===== config.mk =====
export PLATFORM = sky130hd
export DESIGN_NAME = uart_loopback_core
export DESIGN_NICKNAME = d
export VERILOG_FILES = /design/src/rtl/loopback_pkg.sv /design/src/rtl/sync_fifo.sv /design/src/rtl/uart_loopback_core.sv
export SDC_FILE = /design/constraint.sdc
export NUM_CORES = 1
export LEC_CHECK = 0
export CAP_MARGIN = 20
export CORE_ASPECT_RATIO = 0.7
export CORE_MARGIN = 5
export CORE_UTILIZATION = 35
export DETAILED_ROUTE_END_ITERATION = 10
export GPL_TIMING_DRIVEN = 0
export SYNTH_ARGS = -nofsm -noshare
export SYNTH_HDL_FRONTEND = slang
export SYNTH_SLANG_ARGS = --single-unit

===== constraint.sdc =====
create_clock -name clk -period 3.2 [get_ports clk]
set_input_delay 0.64 -clock clk [delete_from_list [all_inputs] [get_ports clk]]
set_output_delay 0.64 -clock clk [all_outputs]
set_load 0.01 [all_outputs]

===== src/rtl/loopback_pkg.sv =====
// rtl/loopback_pkg.sv - shared encodings and byte transform for the UART loopback core
package loopback_pkg;

  typedef enum logic [1:0] {
    MODE_ECHO   = 2'd0,
    MODE_INVERT = 2'd1,
    MODE_CASE   = 2'd2,
    MODE_HOLD   = 2'd3
  } mode_e;

  typedef enum logic [1:0] {
    IDLE      = 2'd0,
    START     = 2'd1,
    WAIT_ACK  = 2'd2,
    WAIT_DONE = 2'd3
  } state_e;

  localparam logic [7:0] UPPER_LO = 8'h41;
  localparam logic [7:0] UPPER_HI = 8'h5A;
  localparam logic [7:0] LOWER_LO = 8'h61;
  localparam logic [7:0] LOWER_HI = 8'h7A;
  localparam int         CASE_BIT = 5;

  function automatic logic [7:0] transform_byte(input logic [7:0] b, input mode_e m);
    logic [7:0] r;
    r = b;
    case (m)
      MODE_INVERT: r = ~b;
      MODE_CASE: begin
        if ((b >= UPPER_LO && b <= UPPER_HI) || (b >= LOWER_LO && b <= LOWER_HI))
          r[CASE_BIT] = ~b[CASE_BIT];
      end
      default: r = b;
    endcase
    return r;
  endfunction

endpackage


===== src/rtl/sync_fifo.sv =====
// rtl/sync_fifo.sv - single-clock FIFO; a push into a full FIFO is accepted only alongside a pop
module sync_fifo #(
  parameter int DATA_WIDTH = 8,
  parameter int DEPTH      = 16
) (
  input  logic                    clk,
  input  logic                    reset,
  input  logic                    push,
  input  logic                    pop,
  input  logic [DATA_WIDTH-1:0]   din,
  output logic [DATA_WIDTH-1:0]   dout,
  output logic [$clog2(DEPTH):0]  count,
  output logic                    full,
  output logic                    empty
);

  localparam int AW = $clog2(DEPTH);
  localparam logic [AW:0] FULL_COUNT = (AW+1)'(DEPTH);

  logic [DATA_WIDTH-1:0] mem [DEPTH];
  logic [AW-1:0]         wr_ptr;
  logic [AW-1:0]         rd_ptr;
  logic                  do_push;
  logic                  do_pop;

  assign full    = (count == FULL_COUNT);
  assign empty   = (count == '0);
  assign do_pop  = pop && !empty;
  assign do_push = push && (!full || do_pop);
  assign dout    = mem[rd_ptr];

  always_ff @(posedge clk) begin
    if (do_push) mem[wr_ptr] <= din;
  end

  always_ff @(posedge clk or posedge reset) begin
    if (reset) begin
      wr_ptr <= '0;
      rd_ptr <= '0;
      count  <= '0;
    end else begin
      if (do_push) wr_ptr <= wr_ptr + AW'(1);
      if (do_pop)  rd_ptr <= rd_ptr + AW'(1);
      case ({do_push, do_pop})
        2'b10:   count <= count + (AW+1)'(1);
        2'b01:   count <= count - (AW+1)'(1);
        default: count <= count;
      endcase
    end
  end

endmodule


===== src/rtl/uart_loopback_core.sv =====
// rtl/uart_loopback_core.sv - buffered RX-to-TX loopback with byte transform, TX handshake and LED status
module uart_loopback_core
  import loopback_pkg::*;
#(
  parameter int DATA_WIDTH = 8,
  parameter int DEPTH      = 16,
  parameter int LED_WIDTH  = 8
) (
  input  logic                    clk,
  input  logic                    reset,
  input  logic                    rx_valid,
  input  logic [DATA_WIDTH-1:0]   rx_data,
  input  logic                    tx_busy,
  output logic                    tx_start,
  output logic [DATA_WIDTH-1:0]   tx_data,
  input  logic [1:0]              mode,
  input  logic                    led_sel,
  input  logic                    clr_flags,
  output logic [LED_WIDTH-1:0]    led,
  output logic                    overflow,
  output logic [$clog2(DEPTH):0]  fifo_count
);

  state_e                state, state_next;
  logic                  pop;
  logic                  drop;
  logic                  full, empty;
  logic [DATA_WIDTH-1:0] head, xform, last_byte;
  logic [15:0]           rx_cnt;
  logic [LED_WIDTH-1:0]  byte_src, led_src, led_rev;

  sync_fifo #(.DATA_WIDTH(DATA_WIDTH), .DEPTH(DEPTH)) u_fifo (
    .clk   (clk),
    .reset (reset),
    .push  (rx_valid),
    .pop   (pop),
    .din   (rx_data),
    .dout  (head),
    .count (fifo_count),
    .full  (full),
    .empty (empty)
  );

  assign drop = rx_valid && full && !pop;

  // Transform at pop time so a mode change also affects bytes already queued.
  if (DATA_WIDTH == 8) begin : g_byte
    assign xform = transform_byte(head, mode_e'(mode));
  end else begin : g_wide
    assign xform = (mode_e'(mode) == MODE_INVERT) ? ~head : head;
  end

  always_ff @(posedge clk or posedge reset) begin
    if (reset) state <= IDLE;
    else       state <= state_next;
  end

  always_comb begin
    state_next = state;
    pop        = 1'b0;
    case (state)
      IDLE:      if (!empty && !tx_busy && mode_e'(mode) != MODE_HOLD) state_next = START;
      START: begin
        pop        = 1'b1;
        state_next = WAIT_ACK;
      end
      WAIT_ACK:  if (tx_busy)  state_next = WAIT_DONE;
      WAIT_DONE: if (!tx_busy) state_next = IDLE;
      default:   state_next = IDLE;
    endcase
  end

  always_ff @(posedge clk or posedge reset) begin
    if (reset) begin
      tx_start  <= 1'b0;
      tx_data   <= '0;
      overflow  <= 1'b0;
      rx_cnt    <= '0;
      last_byte <= '0;
      led       <= '0;
    end else begin
      tx_start <= pop;
      if (pop) tx_data <= xform;
      if (drop)           overflow <= 1'b1;
      else if (clr_flags) overflow <= 1'b0;
      rx_cnt <= (clr_flags ? 16'd0 : rx_cnt) + {15'd0, rx_valid};
      if (rx_valid) last_byte <= rx_data;
      led <= led_rev;
    end
  end

  // Board wiring puts the source MSB on led[0].
  always_comb begin
    byte_src = '0;
    led_rev  = '0;
    for (int i = 0; i < LED_WIDTH; i++)
      byte_src[i] = (i < DATA_WIDTH) ? last_byte[i % DATA_WIDTH] : 1'b0;
    led_src = led_sel ? rx_cnt[LED_WIDTH-1:0] : byte_src;
    for (int i = 0; i < LED_WIDTH; i++)
      led_rev[i] = led_src[LED_WIDTH-1-i];
  end

endmodule


; Yosys cells after proc, flatten, opt, wreduce, memory -nomap -nowiden
; Memory sizes are Yosys's and may differ from the RTL's.
; Cells that the tools add are included.
; Widths: inputs -> output; s select.
[totals]
regBits = 57
mem_bits_rw = 128
output_inout_bits = 23
mem_count = 1
[classes]
add_sub_neg = 5
magnitude_cmp = 4
n_eq_ne = 12
n_mux = 16
bitwise = 2
n_reduce_logical = 19
[memory_table]
columns = memory, words, width, read_ports, rd_clocked_by_memory_dff, wr, line
row1 = u_fifo.mem, 16, 8, 1, 0, 1, sync_fifo.sv:20  ; logic [DATA_WIDTH-1:0] mem [DEPTH];
[ops]
columns = operator, count
row1 = $add 16x1->16, 1
row2 = $ge 8x7->1 const B, 2
row3 = $le 8x7->1 const B, 2
row4 = $mux 16, 1
row5 = $pmux 5 s2, 1
row6 = $add 4x1->4 const B, 2
row7 = $eq 2x2->1 const B, 4
row8 = $logic_and 1x1->1, 8
row9 = $mux 2, 4
row10 = $mux 8, 1
row11 = $ne 2x2->1 const B, 4
row12 = $not 8->8, 1
row13 = $pmux 2 s4, 1
row14 = $eq 2x1->1 const B, 3
row15 = $mux 1, 6
row16 = $add 5x1->5 const B, 1
row17 = $eq 5x5->1 const B, 1
row18 = $logic_not 5->1, 1
row19 = $mux 5, 1
row20 = $sub 5x1->5 const B, 1
row21 = $logic_not 1->1, 4
row22 = $reduce_bool 2->1, 2
row23 = $reduce_and 3->1, 1
row24 = $logic_not 2->1, 1
row25 = 3 further kinds, 4

; Depth between registers and ports, before layout
[logic_depth]
ltp_word = 7
ltp_mapped = 15
mapped_depth_nobuf = 13

; Cells and area by module
; Synthesis repeated with hierarchy kept, for this count alone.
[unflattened]
hier_cells = 437
hier_area_um2 = 7397.1
[by_module_without_submodules]
columns = module, n_inst, cells_per_inst, area_per_inst_um2, seq_area_each_um2
row1 = sync_fifo, 1, 298, 5750.5, 4169.0
row2 = uart_loopback_core, 1, 139, 1646.6, 900.9

; Worst setup path before layout
; Ideal clock, no wire load.
[synth_timing]
path_type = flip-flop to flip-flop
from = reg u_fifo.count[0]
to = reg u_fifo.count[4]
t_arrival_ps = 2789
setup_slack_ps = 283
stages_incl_launch_ff = 13
path_buffers = 1
synth_period_minus_slack_ps = 2917
cell_sequence = dfrtp_1 or4_1 nand3b_1 and2_1 clkbuf_1 inv_1 ha_1 ha_1 a21o_1 a21oi_1 xor2_1 nor2_1 xor2_1
[synth_via]
elab_chain_cells = 7
word_cells_on_any_way = 13
cone_classes = add/sub (2) / eq/ne (3) / mux (1) / reduce/logical (7)
[synth_lines]
columns = item, line
row1 = start: declaration, sync_fifo.sv:12  ; output logic [$clog2(DEPTH):0] count,
row2 = start signal: assignment, sync_fifo.sv:45  ; 2'b10: count <= count + (AW+1)'(1);
row3 = start signal: assignment, sync_fifo.sv:46  ; 2'b01: count <= count - (AW+1)'(1);
row4 = start signal: assignment, sync_fifo.sv:47  ; default: count <= count;
row5 = $logic_not 5->1, sync_fifo.sv:27  ; assign empty = (count == '0);
row6 = $logic_not 1->1, sync_fifo.sv:28  ; assign do_pop = pop && !empty;
row7 = $logic_and 1x1->1, sync_fifo.sv:28
row8 = $logic_or 1x1->1, sync_fifo.sv:29  ; assign do_push = push && (!full || do_pop);
row9 = $logic_and 1x1->1, sync_fifo.sv:29
row10 = $eq 2x1->1 or $eq 2x2->1 (tied branches), sync_fifo.sv:44  ; case ({do_push, do_pop})
row11 = $pmux 5 s2 or $reduce_bool 2->1 (tied branches), -
; Several ways; a longest one is shown, not always the timed one.
; A chain may end at the register's enable or synchronous reset.

; Worst setup path after layout
[layout_timing]
from = in rx_valid
to = reg u_fifo.count[4]
[layout_via]
elab_chain_cells = 3
word_cells_on_any_way = 5
cone_classes = eq/ne (2) / mux (1) / reduce/logical (2)
[layout_lines]
columns = item, line
row1 = start: declaration, uart_loopback_core.sv:11  ; input logic rx_valid,
row2 = $logic_and 1x1->1 *, sync_fifo.sv:29
row3 = $eq 2x1->1 or $eq 2x2->1 (tied branches), sync_fifo.sv:44
row4 = $pmux 5 s2 or $reduce_bool 2->1 (tied branches), -
; Every way passes the cells marked *; elsewhere a longest branch is shown, timed or not.

==> run_results.csv <==
group,metric,value,unit
critical_path,r2r_cells,14,
power_and_ir_drop,peakVddDrop,0.334,mV
synth,synth-compound-area-share,5.64,%
power_and_ir_drop,comb_power_share,36.5,%
die,boundaryPins,39,
global_routing,antenna_found_initial,0,
sta,finalHoldViolCount,0,
drt,drc_errors,0,
synth,synthArstFlopShare,27.7,%
sta,rsz0062_at_grt,"false",
synth,ys_seq_elements,177,
finish,antenna_cells,0,
cts,cts_sinks,177,
critical_path,critPathMaxFanout,10,
global_routing,grt_max_degree,43,
synth,synthAdderAreaFrac,3.43,%
cts,cts_root_buffer,"clkbuf_16",
cts,clock_path_buffers,2,
synth,avgSynthCellArea,16.7,µm²
sta,whs,0.443,ns
synth,yosysSeqAreaShare,67.4,%
sta,worst-slew-pin-transition,0.744,ns
drt,initialDrtViolationCount,311,
cts,clock_latency,0.42,ns
synth,yosys.area_share.simple,4.99,%
synth,synth_xor_area_share,2.68,%
global_routing,grt-ovfl-total,0,
sta,drv_slew,0,
drt,drtPass1Iterations,5,
sta,max_freq,0.327,GHz
die,num_rows,44,
power_and_ir_drop,clkPwrFrac,25.4,%
cts,cts_tree,"done",
finish,drive_gt1_share,21.4,%
die,dieHeight,133,µm
sta,fin_ws,0.146,ns
power_and_ir_drop,pwr-share-seq,38.1,%
finish,final_nets,546,
synth,syn_inst,449,
power_and_ir_drop,p_int,0.00517,W
sta,skew,0.00999,ns
synth,ys_warn_count,0,
placed_design,hpwl,11.0,mm
placed_design,place_area,0.00824,mm²
sta,timing.final.crit_share,95.4,%
placed_design,place_ws,-0.650,ns
synth,synth_ff_type,"edfxtp_1",
synth,synth_edf_count,128,
placed_design,gp_congestion,0.764,
power_and_ir_drop,p_sw,0.00268,W
critical_path,reg2reg_to,"u_fifo.count[4]",
drt,num_vias,3939,
placed_design,port-buffer-count,36,
drt,drt-wirelength-per-cell,19.8,µm
die,die_x,185,µm
power_and_ir_drop,powerDensity,883,mW/mm²
synth,synth_mux_area_share,13.1,%
synth,syn_nets,485,
synth,syn_area,0.00752,mm²
finish,area_growth,18.2,%
sta,relSlewSlack,50.2,%
critical_path,r2r-start,"state[1]",
die,core,0.0209,mm²
critical_path,end_kind,"register",
global_routing,grt_use_total,13.4,%
critical_path,cp.arrival,3.36,ns
cts,cts-buffers-inserted,17,
power_and_ir_drop,p_leak,3.28,nW
sta,setup_violations,0,
sta,finalCriticalPeriod,3.05,ns
cts,h-tree-depth,4,
critical_path,regToRegSetupSlack,0.15,ns
die,die_area,0.0246,mm²
job,max_cap_viol_count,0,
global_routing,grt_pass1_vias,4131,
power_and_ir_drop,swShare,34.1,%
cts,clk_pin_slew,0.07,ns
finish,fin_area,0.00889,mm²
critical_path,worstSetupPathType,"input pin to register",
drt,ant_nets,0,
drt,wl,15.8,mm
critical_path,start_kind,"input pin",
finish,finish.utilization,42.5,%
hold_path,hold_path.class,"input pin to async pin",
synth,ys_types,44,
critical_path,cp.required,3.51,ns
drt,vias_per_cell,4.93,
die,start_util,35.9,%
run_status,status,"complete, no violations",
global_routing,grt_pass1_wl,24.8,mm
synth,synth_top_family_by_area,"multiplexers",
[cells in the mapped netlist (all sizes together) (3+ instances only)]
cell type / n / share of area (%)
edfxtp: 128 / 51
dfrtp: 49 / 16
mux2i: 33 / 4.4
mux2: 25 / 3.7
ha: 19 / 3.2
and2: 18 / 1.5
nand2: 18 / 0.90
a221oi: 17 / 2.7
mux4: 16 / 4.9
buf: 15 / 1.8
xor2: 15 / 1.7
o21ai: 13 / 0.87
inv: 12 / 0.60
nor2: 11 / 0.55
a22oi: 9 / 1.0
xnor2: 8 / 0.93
clkbuf: 6 / 0.30
nand3: 5 / 0.33
nand4: 5 / 0.42
a21oi: 4 / 0.27
nor2b: 4 / 0.37
nor3: 3 / 0.20
[state kept, by name, summed over array words and instances, names as in the netlist]
register	count
overflow	1
tx_data	8
u_fifo.wr_ptr	4
u_fifo.count	5
u_fifo.rd_ptr	4
byte_src	8
tx_start	1
u_fifo.mem	128
led	8
rx_cnt	8
state	2
[worst max-delay path: stages]
cell and delay, ns:
clkdlybuf4s50_1 0.49, clkbuf_1 0.45, and2_4 0.28, clkinvlp_4 0.16, ha_4 0.22, fa_1 0.40, a21o_1 0.18, a21oi_1 0.17
xor2_1 0.15, nor2_1 0.06, xor2_1 0.15
[logic make-up (layout without fill, tap and decap cells)]
group,Yosys count,count (layout)
simple gates,72,72
flops,177,177
fa+ha+maj,20,20
buf+inv,33,107
compound gates,50,50
mux,74,74
xor+xnor,23,23
[layout by cell type (no fill, tap or decap), types with 4 or more instances in the layout]
| cell type | count |
|---|---|
| mux2_2 | 25 |
| nand3_1 | 5 |
| inv_1 | 8 |
| o21ai_0 | 9 |
| clkdlybuf4s50_1 | 36 |
| nand2_1 | 18 |
| o21ai_1 | 4 |
| nor2_1 | 10 |
| xor2_1 | 15 |
| clkbuf_1 | 5 |
| dfrtp_1 | 49 |
| clkinv_4 | 5 |
| inv_8 | 4 |
| buf_4 | 10 |
| mux2i_1 | 33 |
| nand4_1 | 5 |
| buf_6 | 5 |
| xnor2_1 | 8 |
| a221oi_1 | 8 |
| ha_1 | 17 |
| mux4_2 | 13 |
| clkbuf_16 | 17 |
| a22oi_1 | 7 |
| a221oi_2 | 9 |
| and2_1 | 17 |
| edfxtp_1 | 128 |
| a21oi_1 | 4 |
[metrics by stage]
| stage | total power, W | setup TNS [ns] | instances |
|---|---|---|---|
| global route | 0.00830 | 0 | 799 |
| finish | 0.00785 | 0 | 799 |
| floorplan | 0.00496 | 0 | 449 |
| CTS | 0.00786 | 0 | 794 |
| global placement | 0.00579 | -16.30 | 761 |
| detailed placement | 0.00586 | -21.77 | 762 |
[layout make-up]
type                    count  area (µm²)
fillers                  1882       12000
flip-flops and latches    177        5070
multi-input cells         239        2260
clock buffers              17         425
repair buffers             43         425
well taps                 276         345
plain buffers              20         164
clock inverters            15         144
inverters                  12        52.6
[power by group through the flow]
stage          Clock [W]  Sequential, W  Combinational (W)
2_1_floorplan          0        0.00305            0.00192
3_3_place_gp           0        0.00302            0.00276
3_5_place_dp           0        0.00304            0.00282
4_1_cts          0.00203        0.00300            0.00284
5_1_grt          0.00214        0.00304            0.00312
6_report         0.00199        0.00299            0.00287
[layer usage]
layer  track usage (%)  vias up  share of wire, %
li1                  -     1849                 -
met3              2.44        4               4.7
met2              19.3       62                44
met5                 0        -                 0
met4              3.30        0              0.32
met1              20.9     2024                51
[what timing repair did]
action / CTS / global route
buffers inserted: 1 / 5
hold buffers: 0 / 0
resized for setup: 3 / 9
endpoints found under the setup margin: 34 / 1
pin swaps: 0 / 1
[worst max-delay path by stage]
stage                         start               to  cells after the start
floorplan           u_fifo.count[0]  u_fifo.count[4]                     12
global placement           rx_valid  u_fifo.count[4]                     12
detailed placement         rx_valid  u_fifo.count[4]                     12
CTS                        state[1]  u_fifo.count[4]                     14
global route               state[1]  u_fifo.count[4]                     14
finish                     rx_valid  u_fifo.count[4]                     11
(Power assumes the default switching activity.)
